==> src/rtl/rf_wb_arbiter.sv <==
// Writeback arbiter: shares the register-file write port among NREQ sources, registering the winner.
// Round-robin by default; define RF_WB_FIXED_PRIO_EN for fixed priority (source 0 highest).
module rf_wb_arbiter #(
  parameter int NREQ   = 3,
  parameter int DATA_W = 32,
  parameter int ADDR_W = 5
) (
  input  logic                      clk,
  input  logic                      reset,
  input  logic [NREQ-1:0]           i_req_valid,
  output logic [NREQ-1:0]           o_req_ready,
  input  logic [NREQ*ADDR_W-1:0]    i_req_rd,
  input  logic [NREQ*DATA_W-1:0]    i_req_data,
  output logic                      o_rf_reg_write,
  output logic [ADDR_W-1:0]         o_rf_rd,
  output logic [DATA_W-1:0]         o_rf_write_data,
  output logic [$clog2(NREQ)-1:0]   o_grant_id,
  output logic                      o_pending
);

  localparam int IDX_W = $clog2(NREQ);

  // Handshake: source i transfers in a cycle where i_req_valid[i] & o_req_ready[i];
  // a source holds valid/rd/data stable until accepted, and at most one source is
  // ready per cycle. o_req_ready depends combinationally on i_req_valid.

  logic [IDX_W-1:0]  w_win;
  logic              w_found;
  logic [NREQ-1:0]   w_ready;
  logic [NREQ-1:0]   w_xfer_mask;
  logic              w_xfer;
  logic [ADDR_W-1:0] w_sel_rd;
  logic [DATA_W-1:0] w_sel_data;

  logic              r_we;
  logic [ADDR_W-1:0] r_rd;
  logic [DATA_W-1:0] r_data;
  logic [IDX_W-1:0]  r_gid;

`ifdef RF_WB_FIXED_PRIO_EN
  // Scan from lowest priority upward so the last hit is the highest-priority source.
  always_comb begin
    w_found = 1'b0;
    w_win   = '0;
    for (int k = NREQ - 1; k >= 0; k--) begin
      if (i_req_valid[k]) begin
        w_found = 1'b1;
        w_win   = IDX_W'(k);
      end
    end
  end
`else
  logic [IDX_W-1:0] r_lp;

  // Search order is lp+1, lp+2, ... wrapping; scanned in reverse so the last hit wins.
  always_comb begin
    logic [IDX_W-1:0] w_idx;
    w_found = 1'b0;
    w_win   = '0;
    w_idx   = '0;
    for (int k = NREQ; k >= 1; k--) begin
      w_idx = IDX_W'((int'(r_lp) + k) % NREQ);
      if (i_req_valid[w_idx]) begin
        w_found = 1'b1;
        w_win   = w_idx;
      end
    end
  end

  always_ff @(posedge clk or posedge reset) begin
    if (reset) begin
      r_lp <= IDX_W'(NREQ - 1);
    end else if (w_xfer) begin
      r_lp <= w_win;
    end
  end
`endif

  always_comb begin
    w_ready = '0;
    if (w_found && !reset) begin
      w_ready = NREQ'(1) << w_win;
    end
  end

  assign w_xfer_mask = i_req_valid & w_ready;
  assign w_xfer      = |w_xfer_mask;
  assign w_sel_rd    = i_req_rd[w_win*ADDR_W +: ADDR_W];
  assign w_sel_data  = i_req_data[w_win*DATA_W +: DATA_W];

  // r0 writes are accepted (pointer advances) but never assert the write enable.
  always_ff @(posedge clk or posedge reset) begin
    if (reset) begin
      r_we   <= 1'b0;
      r_rd   <= '0;
      r_data <= '0;
      r_gid  <= '0;
    end else begin
      r_we <= w_xfer && (w_sel_rd != '0);
      if (w_xfer) begin
        r_rd   <= w_sel_rd;
        r_data <= w_sel_data;
        r_gid  <= w_win;
      end
    end
  end

  assign o_req_ready     = w_ready;
  assign o_pending       = |(i_req_valid & ~w_xfer_mask);
  assign o_rf_reg_write  = r_we;
  assign o_rf_rd         = r_rd;
  assign o_rf_write_data = r_data;
  assign o_grant_id      = r_gid;

endmodule

==> config.mk <==
export PLATFORM = sky130hd
export DESIGN_NAME = rf_wb_arbiter
export DESIGN_NICKNAME = d
export VERILOG_FILES = /design/src/rtl/rf_wb_arbiter.sv
export SDC_FILE = /design/constraint.sdc
export NUM_CORES = 1
export LEC_CHECK = 0
export ABC_CLOCK_PERIOD_IN_PS = 2100
export CORE_ASPECT_RATIO = 1.25
export CORE_MARGIN = 1.5
export CORE_UTILIZATION = 35
export CTS_BUF_LIST = sky130_fd_sc_hd__clkbuf_4 sky130_fd_sc_hd__clkbuf_8
export CTS_CLUSTER_DIAMETER = 50
export DETAILED_ROUTE_END_ITERATION = 16
export PLACE_DENSITY_LB_ADDON = 0.12
export SLEW_MARGIN = 10
export SYNTH_ARGS = -nofsm -noshare
export SYNTH_HDL_FRONTEND = slang
export SYNTH_SLANG_ARGS = --single-unit
==> constraint.sdc <==
create_clock -name clk -period 2.1 [get_ports clk]
set_input_delay 0.42 -clock clk [delete_from_list [all_inputs] [get_ports clk]]
set_output_delay 0.42 -clock clk [all_outputs]
set_load 0.05 [all_outputs]
==> metrics.cfg <==
[detailed_routing]
dr.pass1.iters=4
antenna_left=0
wire_per_inst_um=14.5
drtIter0Drc=83
num_vias=2583
wl_um=7710
drc_errors=0
routed_via_density=4.86

[pwr]
power.leakage_nw=2.13
ir_worst_vdd_mv=1.46
power_density_nw_per_um2=1590

[floorplan]
fp.dieArea_um2=8170
io_pins=160
initial_core_util=0.361
rows=35
die_y_um=101
dieWidth_um=81.2
coreArea_um2=7400

[clocking]
numCtsBuffers=5
clkSinkCount=41
path_clk_slew_ns=0.08
cts_tree=yes
cts_max_path_buffers=2
clock_latency_ns=0.29
htree_levels=2
cts_root_buffer=clkbuf_8
postCtsHoldBufs=0

[yosys]
synth_cells=262
synth_edf_count=0
synthMostInstantiatedCell=dfrtp_1
synth_area_leader_cell=dfrtp_1
syn-cell-area_um2=2670
ys_types=37
syn_avg_cell_area_um2=10.2
synth_common_cells=40 x dfrtp_1, 39 x mux2i_1, 39 x nand2_1
synth-seq-cells=41
ys_top_cells_by_area=dfrtp_1 37%, mux2i_1 15%, mux2_2 8.0%
yosysWarnings=0
synth_nets=382
synth-main-ff-cell=dfrtp_1
synth_top_area_share=0.375
synthArstFlopShare=1.00
ys_seq_area_frac=0.384

[sta]
maxSlewViolCount=0
finalHoldWorstSlack_ns=0.485
worstMarginPinSlew_ns=0.559
finalSetupViolCount=42
worst_clock_skew_ns=0.00465
fin_crit_ns=2.69
fin_ws_ns=-0.594
hold_violations=0
period_share=1.28
rsz0062_at_grt=true
fmax_mhz=371
max_slew_margin=0.626
setup_tns_ns=-13.82

[setup_path]
crit_type=reg2out
cp-end-kind=primary output
startpoint_type=register
crit_required_ns=1.68
critPathArrivalTime_ns=2.27
critPathMaxFanout=4

[outcome]
failed_checks=setup timing
outcome=complete, but fails checks

[grt]
gr-total-overflow=0
grt_pass1_wl_um=12100
track_usage=0.195
grt_max_degree=42
antenna_found_initial=0
grt_pass1_vias=2690

[cells_and_area]
nNetsFinal=558
fin_cells=531
areaGrowthSynthToFinish_pct=81.5
diodes=0
filler_cell_count=614
drive_gt1_frac=0.203

[place]
place.gp.congestion=0.887
dp_cells=517
hpwl_um=5990
io_buffers=159

[min_path]
worstHoldPathType=reg2reg

[job]
drv_cap=0

## sequential cells by signal, summed over array words and instances (netlist names)
register	count
o_rf_write_data	32
o_grant_id	1
o_rf_reg_write	1
r_lp	2
o_rf_rd	5
## cell type report
class	instances	area (µm²)	share of cell area
repair buffers	189	1970	0.405
multi-input cells	196	1600	0.329
flip-flops and latches	41	1030	0.212
well taps	92	115	0.0237
clock buffers	7	90.1	0.0186
clock inverters	1	30.0	0.00619
inverters	5	23.8	0.00490
## worst paths after layout
check | from | end | slack (ns) | cells after the start
max reg2reg | r_lp[1]$_DFFE_PP1P_ | o_rf_write_data[31]$_DFFE_PP0P_ | -0.43 | 11
min reg2reg | o_rf_write_data[15]$_DFFE_PP0P_ | o_rf_write_data[15]$_DFFE_PP0P_ | 0.48 | 2
max in group asynchronous | reset | r_lp[1]$_DFFE_PP1P_ | 1.05 | 3
max | r_lp[1]$_DFFE_PP1P_ | o_pending | -0.59 | 9
min in group asynchronous | reset | o_rf_rd[3]$_DFFE_PP0P_ | 0.68 | 3
min | o_rf_write_data[15]$_DFFE_PP0P_ | o_rf_write_data[15]$_DFFE_PP0P_ | 0.48 | 2
## cells by family after synthesis
family | after synthesis | synth area share
adders and majority gates | 4 | 0.0187
and+or+nand+nor | 62 | 0.109
AOI/OAI and AO/OA | 54 | 0.121
buffers and inverters | 25 | 0.0651
DFF | 41 | 0.384
muxes | 76 | 0.302
## repair_timing
action / 4_1_cts / 5_1_grt
cloned: 1 / 0
buffers inserted: 6 / 0
setup endpoints to repair: 45 / 45
gates resized for setup: 29 / 6
pin swaps: 14 / 4
## per-layer routing
| metal | part of all wire | vias to the layer above | GRT usage |
|---|---|---|---|
| met5 | 0 | - | 0 |
| met4 | 0.039 | 0 | 0.0955 |
| met3 | 0.055 | 24 | 0.0507 |
| met2 | 0.55 | 88 | 0.353 |
| met1 | 0.35 | 1194 | 0.203 |
| li1 | - | 1277 | - |
## placed cells by master (no fill, tap or decap), drive strengths merged
cell           synthesis  routed
nor2                   6       6
ha                     4       4
or4                    1       1
dfrtp                 40      40
a21oi                  4       4
a21o                   2       2
nor3                   5       5
dfstp                  1       1
bufbuf                 0       1
nor2b                  1       1
a31o                   1       1
bufinv                 0       1
nand2                 40      40
mux2                  37      37
nand2b                 3       3
and2                   2       2
o211ai                 1       1
clkbuf                 6       7
a21boi                 1       1
mux2i                 39      39
clkdlybuf4s50          0     155
nor3b                  2       2
a211oi                 1       1
buf                   14      33
inv                    5       5
nor4                   2       2
o2111ai                1       1
a311oi                 2       2
o21ai                 41      41
## report_power, final
part,internal [W],switching (W)
registers,0.00118,0.000201
logic,0.00253,0.00313
clock network,0.000401,0.000262
total,0.00411,0.00359
## metrics by stage
step                power (W)   util  instance area, µm²  worst slack, ns
finish                0.00771  0.655                4850           -0.594
global route          0.00813  0.655                4850           -0.675
CTS                   0.00771  0.652                4820           -0.598
detailed placement    0.00656  0.609                4510           -0.420
global placement      0.00648  0.609                4510           -0.385
floorplan             0.00498      -                2710           -0.536
## worst max-delay path, stage by stage (launching register included)
cell and delay, ns:
dfstp_2 0.62, inv_4 0.07, ha_4 0.17, nor3b_4 0.15
o2111ai_2 0.24, o21ai_4 0.09, and2_4 0.14, nor3b_4 0.15
a211oi_4 0.19, buf_12 0.17
Power figures use the tool's default switching activity.
